`config.mk`:
```
export PLATFORM = sky130hd
export DESIGN_NAME = ahblite_busmatrix_arbiter_rr
export DESIGN_NICKNAME = d
export VERILOG_FILES = /design/src/rtl/ahblite_busmatrix_arbiter_rr.sv
export SDC_FILE = /design/constraint.sdc
export NUM_CORES = 1
export LEC_CHECK = 0
export ABC_AREA = 1
export CORE_ASPECT_RATIO = 0.75
export CORE_MARGIN = 2
export CORE_UTILIZATION = 50
export DETAILED_ROUTE_END_ITERATION = 16
export PLACE_DENSITY_LB_ADDON = 0.15
export SLEW_MARGIN = 10
export SYNTH_ARGS = -nofsm -noshare
export SYNTH_HDL_FRONTEND = slang
export SYNTH_SLANG_ARGS = --single-unit
```
`constraint.sdc`:
```
create_clock -name HCLK -period 2.5 [get_ports HCLK]
set_input_delay 0.25 -clock HCLK [delete_from_list [all_inputs] [get_ports HCLK]]
set_output_delay 0.25 -clock HCLK [all_outputs]
set_load 0.01 [all_outputs]
```
`src/rtl/ahblite_busmatrix_arbiter_rr.sv`:
```
// ahblite_busmatrix_arbiter_rr
//   Output-stage arbiter for one slave port of an AHB-Lite bus matrix. Grants one of
//   NUM_MASTERS input stages in round-robin order. The grant is held for the whole of a
//   fixed-length or INCR burst. State only advances on HREADY_Outputstage. Build with
//   ARB_LOCK_EN defined to make the owner's HMASTLOCK freeze the grant.
//
// Ports
//   HCLK, HRESET           clock, synchronous active-high reset
//   REQ                    per-master request for this port (bit i = master i)
//   HREADY_Outputstage     slave-side HREADY; arbiter advances only when high
//   HSEL_Outputstage       current owner's address phase targets this port
//   HTRANS_Outputstage     current owner's HTRANS
//   HBURST_Outputstage     current owner's HBURST
//   HMASTLOCK_Outputstage  current owner's HMASTLOCK (ignored unless ARB_LOCK_EN)
//   PORT_SEL_ARBITER       registered index of the granted master
//   PORT_NOSEL_ARBITER     registered; 1 = no master owns the port
//   BURST_ACTIVE           registered; 1 = grant held for a burst (or lock)
module ahblite_busmatrix_arbiter_rr #(
  parameter int unsigned NUM_MASTERS = 3,
  parameter int unsigned SEL_W       = $clog2(NUM_MASTERS)
) (
  input  logic                   HCLK,
  input  logic                   HRESET,
  input  logic [NUM_MASTERS-1:0] REQ,
  input  logic                   HREADY_Outputstage,
  input  logic                   HSEL_Outputstage,
  input  logic [1:0]             HTRANS_Outputstage,
  input  logic [2:0]             HBURST_Outputstage,
  input  logic                   HMASTLOCK_Outputstage,
  output logic [SEL_W-1:0]       PORT_SEL_ARBITER,
  output logic                   PORT_NOSEL_ARBITER,
  output logic                   BURST_ACTIVE
);

  localparam logic [1:0] TransIdle   = 2'b00;
  localparam logic [1:0] TransBusy   = 2'b01;
  localparam logic [1:0] TransNonseq = 2'b10;
  localparam logic [1:0] TransSeq    = 2'b11;

  typedef enum logic [1:0] {StNoPort, StOwned, StBurst, StLock} state_e;

  state_e           state_q, state_d;
  logic [SEL_W-1:0] sel_q, sel_d;
  logic [SEL_W-1:0] ptr_q, ptr_d;   // last granted master
  logic [3:0]       cnt_q, cnt_d;   // beats remaining minus 1
  logic             incr_q, incr_d; // current burst is undefined-length

  logic             lock_req;
  logic             rr_found;
  logic [SEL_W-1:0] rr_winner;
  logic             burst_multi;
  logic             burst_incr;
  logic [3:0]       burst_init;
  logic             hold;

`ifdef ARB_LOCK_EN
  assign lock_req = HSEL_Outputstage & HMASTLOCK_Outputstage;
`else
  logic unused_lock;
  assign unused_lock = HMASTLOCK_Outputstage;
  assign lock_req    = 1'b0;
`endif

  // Round-robin scan starting one past the last granted master, wrapping at NUM_MASTERS.
  always_comb begin : rr_scan
    int unsigned idx;
    rr_found  = 1'b0;
    rr_winner = ptr_q;
    idx       = 0;
    for (int unsigned k = 1; k <= NUM_MASTERS; k++) begin
      idx = 32'(ptr_q) + k;
      if (idx >= NUM_MASTERS) idx = idx - NUM_MASTERS;
      if (!rr_found && REQ[idx[SEL_W-1:0]]) begin
        rr_found  = 1'b1;
        rr_winner = idx[SEL_W-1:0];
      end
    end
  end

  // Burst length decode; burst_init is the counter load (length - 2).
  always_comb begin
    burst_multi = 1'b1;
    burst_incr  = 1'b0;
    burst_init  = 4'd0;
    case (HBURST_Outputstage)
      3'b000:         burst_multi = 1'b0;
      3'b001:         burst_incr  = 1'b1;
      3'b010, 3'b011: burst_init  = 4'd2;
      3'b100, 3'b101: burst_init  = 4'd6;
      default:        burst_init  = 4'd14;
    endcase
  end

  always_ff @(posedge HCLK) begin
    if (HRESET) begin
      state_q <= StNoPort;
      sel_q   <= '0;
      ptr_q   <= SEL_W'(NUM_MASTERS - 1);
      cnt_q   <= 4'd0;
      incr_q  <= 1'b0;
    end else begin
      state_q <= state_d;
      sel_q   <= sel_d;
      ptr_q   <= ptr_d;
      cnt_q   <= cnt_d;
      incr_q  <= incr_d;
    end
  end

  always_comb begin
    state_d = state_q;
    sel_d   = sel_q;
    ptr_d   = ptr_q;
    cnt_d   = cnt_q;
    incr_d  = incr_q;
    hold    = 1'b0;
    if (HREADY_Outputstage) begin
      if (lock_req) begin
        state_d = StLock;
      end else begin
        if (state_q == StBurst && !incr_q) begin
          // Last SEQ beat (cnt_q == 0) falls through to arbitration on this edge.
          if (HSEL_Outputstage && HTRANS_Outputstage == TransSeq) begin
            if (cnt_q != 4'd0) begin
              cnt_d = cnt_q - 4'd1;
              hold  = 1'b1;
            end
          end else if (HTRANS_Outputstage == TransSeq || HTRANS_Outputstage == TransBusy) begin
            hold = 1'b1;
          end
        end else if (state_q == StBurst && incr_q) begin
          if (REQ[sel_q] &&
              (HTRANS_Outputstage == TransSeq || HTRANS_Outputstage == TransBusy)) begin
            hold = 1'b1;
          end
        end

        if (!hold) begin
          if (HSEL_Outputstage && HTRANS_Outputstage == TransNonseq && burst_multi) begin
            state_d = StBurst;
            cnt_d   = burst_init;
            incr_d  = burst_incr;
          end else if (rr_found) begin
            state_d = StOwned;
            sel_d   = rr_winner;
            ptr_d   = rr_winner;
          end else if (!HSEL_Outputstage) begin
            state_d = StNoPort;
          end else begin
            // Owner's final data phase still pending: keep the grant one more cycle.
            state_d = StOwned;
          end
        end
      end
    end
  end

  always_comb begin
    PORT_SEL_ARBITER   = sel_q;
    PORT_NOSEL_ARBITER = (state_q == StNoPort);
    BURST_ACTIVE       = (state_q == StBurst) || (state_q == StLock);
  end

endmodule

```
==> results of run 1 <==
-- registers in the layout (all words and copies together) (netlist names) --
name / flops
PORT_SEL_ARBITER: 2
ptr_q: 1
cnt_q: 4
state_q: 2
incr_q: 1
-- power by group --
group	leakage (nW)	switching [W]	internal, W
sequential	0.0818	0.0000321	0.000185
combinational	0.444	0.000381	0.000231
clock	0.0210	0.0000626	0.0000886
total	0.547	0.000476	0.000505
-- layout make-up --
class / instances / area [sq um] / share of cell area
Timing Repair Buffer: 15 / 150 / 0.128
Sequential cell: 10 / 200 / 0.170
Clock buffer: 4 / 36.3 / 0.0309
Inverter: 24 / 92.6 / 0.0787
Tap cell: 22 / 27.5 / 0.0234
Multi-Input combinational cell: 109 / 669 / 0.569
-- logic make-up (layout without fill, tap and decap cells) --
group | Yosys count | count (layout) | share of synthesized area
AND/OR/NAND/NOR | 85 | 85 | 0.499
buffers and inverters | 27 | 43 | 0.117
AO/OA/AOI/OAI | 20 | 20 | 0.130
flip-flops | 10 | 10 | 0.203
adder cells (fa/ha/maj) | 4 | 4 | 0.0508
-- per-layer routing --
layer  routed length [um]  vias to the layer above
met5                    0                        -
met4                   35                        0
met3                  160                        7
met2                  940                       32
met1                 1190                      441
li1                     -                      503
-- worst min-delay path, delay by kind of cell (launching register included) --
kind,cells,cell delay (ns)
AND/OR/NAND/NOR,2,0.14
flip-flops,1,0.33
-- worst min-delay path by stage --
stage             start  slack [ns]                   to  depth (start not counted)
6_report       ptr_q[1]        0.51             ptr_q[1]                          2
5_1_grt        ptr_q[1]        0.54             ptr_q[1]                          2
4_1_cts        cnt_q[2]        0.51             cnt_q[2]                          2
3_5_place_dp   cnt_q[2]        0.49             cnt_q[2]                          2
3_3_place_gp   cnt_q[1]        0.47             cnt_q[1]                          2
2_1_floorplan    HRESET        0.31  PORT_SEL_ARBITER[1]                          1
-- cell usage in the layout (no fill, tap or decap), drive strengths merged --
master,netlist,final
nand2,44,44
inv,24,24
nand3,21,21
clkdlybuf4s50,0,15
nor2,14,14
dfxtp,10,10
o21ai,8,8
a21oi,7,7
ha,4,4
clkbuf,1,4
nand3b,3,3
o211ai,2,2
o21bai,2,2
nand4,1,1
nor3,1,1
nor4,1,1
o21a,1,1
-- through the flow --
step | hold WS (ns) | cells | area (sq um)
4_1_cts | 0.507 | 184 | 1180
3_3_place_gp | 0.474 | 180 | 1140
2_1_floorplan | 0.312 | 146 | 985
6_report | 0.513 | 184 | 1180
3_5_place_dp | 0.494 | 180 | 1140
5_1_grt | 0.540 | 184 | 1180
==> results.yml, run 1 <==
placement:
  dp_hpwl_um: 1870
  io_buffer_count: 15
  gp_routability_congestion: 0.914
  dp_slack_ns: 0.533
setup_path:
  worst-endpoint-arrival_ns: 2.15
  crit-reg2reg-capture: "ptr_q[1]"
  setup.reg_to_reg.worst_slack_ns: 0.50
  r2r_start: "PORT_SEL_ARBITER[0]"
  worst_path_max_delay_cell: "sky130_fd_sc_hd__ha_1"
  cp_cell_sequence: "inv_2 -> ha_1 -> nand2_1 -> nand3_1 -> nand2_1 -> nand2_2 -> inv_2 -> nand2_1 -> nand3_1 -> nand3_2 -> nand3_1"
  cp_slowest_stage_delay_ns: 0.48
  worstSetupStartpoint: "PORT_SEL_ARBITER[0]"
  worstSetupStartpointType: "flop"
  crit_path_end_kind: "flop"
  worst_ep_required_time_ns: 2.65
  critPathMaxFanout: 8
  cp.depth: 11
  worst-setup-path-type: "reg -> reg"
  rr_worst_depth: 11
  worst_setup_path_endpoint: "ptr_q[1]"
  cp.buffers_inverters: 2
  timing.critical_path.max_delay_family: "simple AND/OR/NAND/NOR gates"
cts:
  clock_tree.root_cell: "sky130_fd_sc_hd__clkbuf_4"
  clkSinkCount: 10
  cts.clk_slew.worst_paths_ns: 0.06
  clockBufferDepth: 2
  post_cts_resized: 0
  cts.repair_timing.setup_buffer_count: 0
  cts_tree: "yes"
  post_cts_hold_buffer_count: 0
  tritoncts_buffers: 3
  cts_htree_levels: 1
  clock_insertion_delay_worst_skew_ns: 0.28
power:
  vdd_drop_max_uv: 766
  power_per_cell_area_nw_per_um2: 834
  p_leak_nw: 0.547
  design_power_total_w: 0.000981
routing:
  route.final.wire_length_um: 2320
  drt_first_iter_violations: 41
  via_count: 983
  route.detailed.drc: 0
  drt_pre_antenna_iters: 4
  post_drt_via_cell_ratio: 5.34
  routed_wire_length_per_instance_um: 12.6
  final_antenna_net_count: 0
cells_and_area:
  fin_util: 0.657
  drive_above_1_share: 0.265
  area.growth.synth_to_final_pct: 19.4
  antenna_cells_inserted: 0
  layout.nets: 180
  final.fill_count: 182
sta:
  timing_worst_slew_pin_value_ns: 0.329
  max_slew_margin: 0.780
  setup_total_negative_slack_ns: 0
  fmaxAchievable_ghz: 0.500
  setup_slack_ns: 0.498
  timing.final.max_slew_violations: 0
  final.period_utilization: 0.801
  rsz0062_at_grt: "false"
  hold_viol: 0
  setup_violations: 0
  maximum_clock_skew_at_final_layout_ns: 0.0143
  timing.final.crit_period_ns: 2.00
worst_hold_path:
  hp-class: "reg -> reg"
global_route:
  overflow: 0
  largest_net_degree_at_the_start_of_global_routing: 9
  global_route.usage.met1: 0.315
  global_route.peak_usage_layer: "met1"
  initial_antenna_violation_count: 0
  grt_pass1_vias: 888
  grt_use_met2: 0.302
  grt_pass1_wl_um: 3910
  grt_util_met3: 0.0679
  global_route.usage.total: 0.216
yosys:
  seq_area_frac_synth: 0.203
  yosysUniqueCellTypes: 30
  synth.net_count: 163
  synth_top_cells_by_area: "sky130_fd_sc_hd__dfxtp_1 20%, sky130_fd_sc_hd__nand2_1 12%, sky130_fd_sc_hd__nand3_1 7.6%"
  synthFlopType: "sky130_fd_sc_hd__dfxtp_1"
  synth_enable_flop_cells: 0
  cell_with_the_most_instances_after_synthesis: "sky130_fd_sc_hd__nand2_1"
  ys.warnings.count: 0
  ys_ff_latch: 10
  postSynth.asyncResetShare: 0
  synth_commonest_cells: "32 x sky130_fd_sc_hd__nand2_1, 15 x sky130_fd_sc_hd__nand3_1, 13 x sky130_fd_sc_hd__inv_1"
  synthDominantCellAreaShare: 0.203
  mappedNetlistArea_sq_um: 985
  post_synth_inst_count: 146
  top_cell_type_by_total_area_after_synthesis: "sky130_fd_sc_hd__dfxtp_1"
  synth_area_per_cell_sq_um: 6.74
floorplan:
  die_x_um: 55.2
  placement_rows: 13
  fp.dieH_um: 42.4
  start_util: 0.550
  fp.coreArea_sq_um: 1790
  io_pins: 17
  fp.dieArea_sq_um: 2340
run:
  drv_cap: 0
run_status:
  run_status: "finished clean"
Note: power is estimated with default switching activity, not from simulation.
==> run 2: changes to the inputs <==
==> constraint.sdc (replaced) <==
create_clock -name HCLK -period 2 [get_ports HCLK]
set_input_delay 0.2 -clock HCLK [delete_from_list [all_inputs] [get_ports HCLK]]
set_output_delay 0.2 -clock HCLK [all_outputs]
set_load 0.01 [all_outputs]
==> run 2 against run 1 <==
  * Clock power rose by 23%
  * Sequential cell count did not move
  * Worst hold slack got worse by 0.013 ns
  * Critical path depth did not move
  * Final cell count rose by 1.1%
  * Wire length fell by 4.6%
  * First-iteration DRC count fell by 29%
  * Critical path type unchanged
  * Highest routed layer unchanged
==> results.yml, run 2 (synthesis gave the netlist of run 1 again) <==
global_route:
  global_route.usage.total: 0.200
  largest_net_degree_at_the_start_of_global_routing: 9
  grt_pass1_wl_um: 3730
  initial_antenna_violation_count: 0
  overflow: 0
  grt_pass1_vias: 829
placement:
  dp_hpwl_um: 1840
  gp_routability_congestion: 0.944
  io_buffer_count: 15
sta:
  maximum_clock_skew_at_final_layout_ns: 0.00796
  setup_total_negative_slack_ns: 0
  timing_worst_slew_pin_value_ns: 0.346
  rsz0062_at_grt: "false"
  timing.final.crit_period_ns: 1.78
  max_slew_margin: 0.769
  timing.final.max_slew_violations: 0
  final.period_utilization: 0.892
  fmaxAchievable_ghz: 0.560
  setup_violations: 0
  hold_viol: 0
power:
  design_power_total_w: 0.00124
  p_leak_nw: 0.555
  pwr-share-clk: 0.148
  p_switching_w: 0.000588
  vdd_drop_max_uv: 809
  swShare: 0.473
  share_comb_of_total_power: 0.643
  cellInternalPower_w: 0.000656
  power_frac_seq: 0.209
  power_per_cell_area_nw_per_um2: 1040
routing:
  route.detailed.drc: 0
  drt_first_iter_violations: 29
  final_antenna_net_count: 0
  via_count: 975
  routed_wire_length_per_instance_um: 11.9
  post_drt_via_cell_ratio: 5.24
  drt_pre_antenna_iters: 8
  route.final.wire_length_um: 2220
cts:
  cts_htree_levels: 1
  clock_tree.root_cell: "sky130_fd_sc_hd__clkbuf_4"
  post_cts_resized: 0
  tritoncts_buffers: 3
  post_cts_hold_buffer_count: 0
  clkSinkCount: 10
  clockBufferDepth: 2
  cts_tree: "yes"
  cts.clk_slew.worst_paths_ns: 0.07
  cts.repair_timing.setup_buffer_count: 0
  clock_insertion_delay_worst_skew_ns: 0.27
cells_and_area:
  top_register: "cnt_q"
  final_common_cell: "sky130_fd_sc_hd__nand2_1"
  antenna_cells_inserted: 0
  number_of_flip_flops_in_the_largest_register: 4
  commonest_non_fill_non_tap_cells_in_the_layout: "32 x sky130_fd_sc_hd__nand2_1, 15 x sky130_fd_sc_hd__nand3_1, 15 x sky130_fd_sc_hd__clkdlybuf4s50_1, 13 x sky130_fd_sc_hd__inv_1"
  drive_above_1_share: 0.280
  layout.nets: 182
  area.growth.synth_to_final_pct: 21.2
setup_path:
  worst-setup-path-type: "reg -> reg"
  critPathMaxFanout: 8
  worst_path_max_delay_cell: "sky130_fd_sc_hd__ha_2"
  timing.critical_path.max_delay_family: "simple AND/OR/NAND/NOR gates"
  worst-endpoint-arrival_ns: 1.93
  cp_slowest_stage_delay_ns: 0.44
  crit_path_end_kind: "flop"
  cp.buffers_inverters: 2
  cp_cell_sequence: "inv_1 -> ha_2 -> nand2_1 -> nand3_1 -> nand2_1 -> nand2_2 -> inv_2 -> nand2_1 -> nand3_1 -> nand3_2 -> nand3_1"
  worstSetupStartpointType: "flop"
  worst_ep_required_time_ns: 2.15
floorplan:
  start_util: 0.550
  placement_rows: 13
  io_pins: 17
  fp.dieH_um: 42.4
  die_x_um: 55.2
  fp.coreArea_sq_um: 1790
  fp.dieArea_sq_um: 2340
worst_hold_path:
  hp-class: "reg -> reg"
run_status:
  run_status: "finished clean"
run:
  drv_cap: 0
[run 2: final timing paths]
path | slack [ns] | cells past startpoint | to | startpoint
hold reg to reg | 0.50 | 2 | cnt_q[2] | cnt_q[2]
setup reg to reg | 0.22 | 11 | ptr_q[1] | ptr_q[1]
hold / removal | 0.50 | 2 | cnt_q[2] | cnt_q[2]
setup / recovery | 0.22 | 11 | ptr_q[1] | ptr_q[1]
[run 2: worst register-to-register path, delay by kind of cell, from the launching register on]
| kind | cells | cell delay, ns |
|---|---|---|
| fa+ha+maj | 1 | 0.44 |
| simple gates | 8 | 0.73 |
| buf+inv | 2 | 0.15 |
| flops | 1 | 0.35 |
[run 2: layer usage]
metal  track usage  vias to the layer above  share of wire
li1              -                      505              -
met1         0.303                      431           0.51
met2         0.274                       37           0.40
met3        0.0494                        2          0.078
met4        0.0585                        0         0.0063
met5             0                        -              0
[run 2: power by group through the flow]
stage | Clock, W | Sequential, W | Combinational [W]
2_1_floorplan | 0 | 0.000267 | 0.000621
3_3_place_gp | 0 | 0.000263 | 0.000765
3_5_place_dp | 0 | 0.000265 | 0.000782
4_1_cts | 0.000185 | 0.000260 | 0.000786
5_1_grt | 0.000195 | 0.000264 | 0.000880
6_report | 0.000185 | 0.000260 | 0.000800
[run 2: metrics by stage]
stage	hold slack [ns]	cell area (sq um)	worst slack, ns	util	instances
final	0.500	1190	0.215	0.667	186
after global routing	0.540	1190	0.0280	0.667	186
after CTS	0.505	1190	0.168	0.666	186
after detailed placement	0.492	1150	0.183	0.645	182
after global placement	0.474	1150	0.229	0.645	182
after floorplan	0.262	985	0.314	-	146
[run 2: cell type report]
class / instances / area [sq um]
clock buffers: 4 / 36.3
fillers: 169 / 596
inverters: 24 / 92.6
multi-input cells: 109 / 672
flip-flops and latches: 10 / 200
well taps: 22 / 27.5
repair buffers: 17 / 165
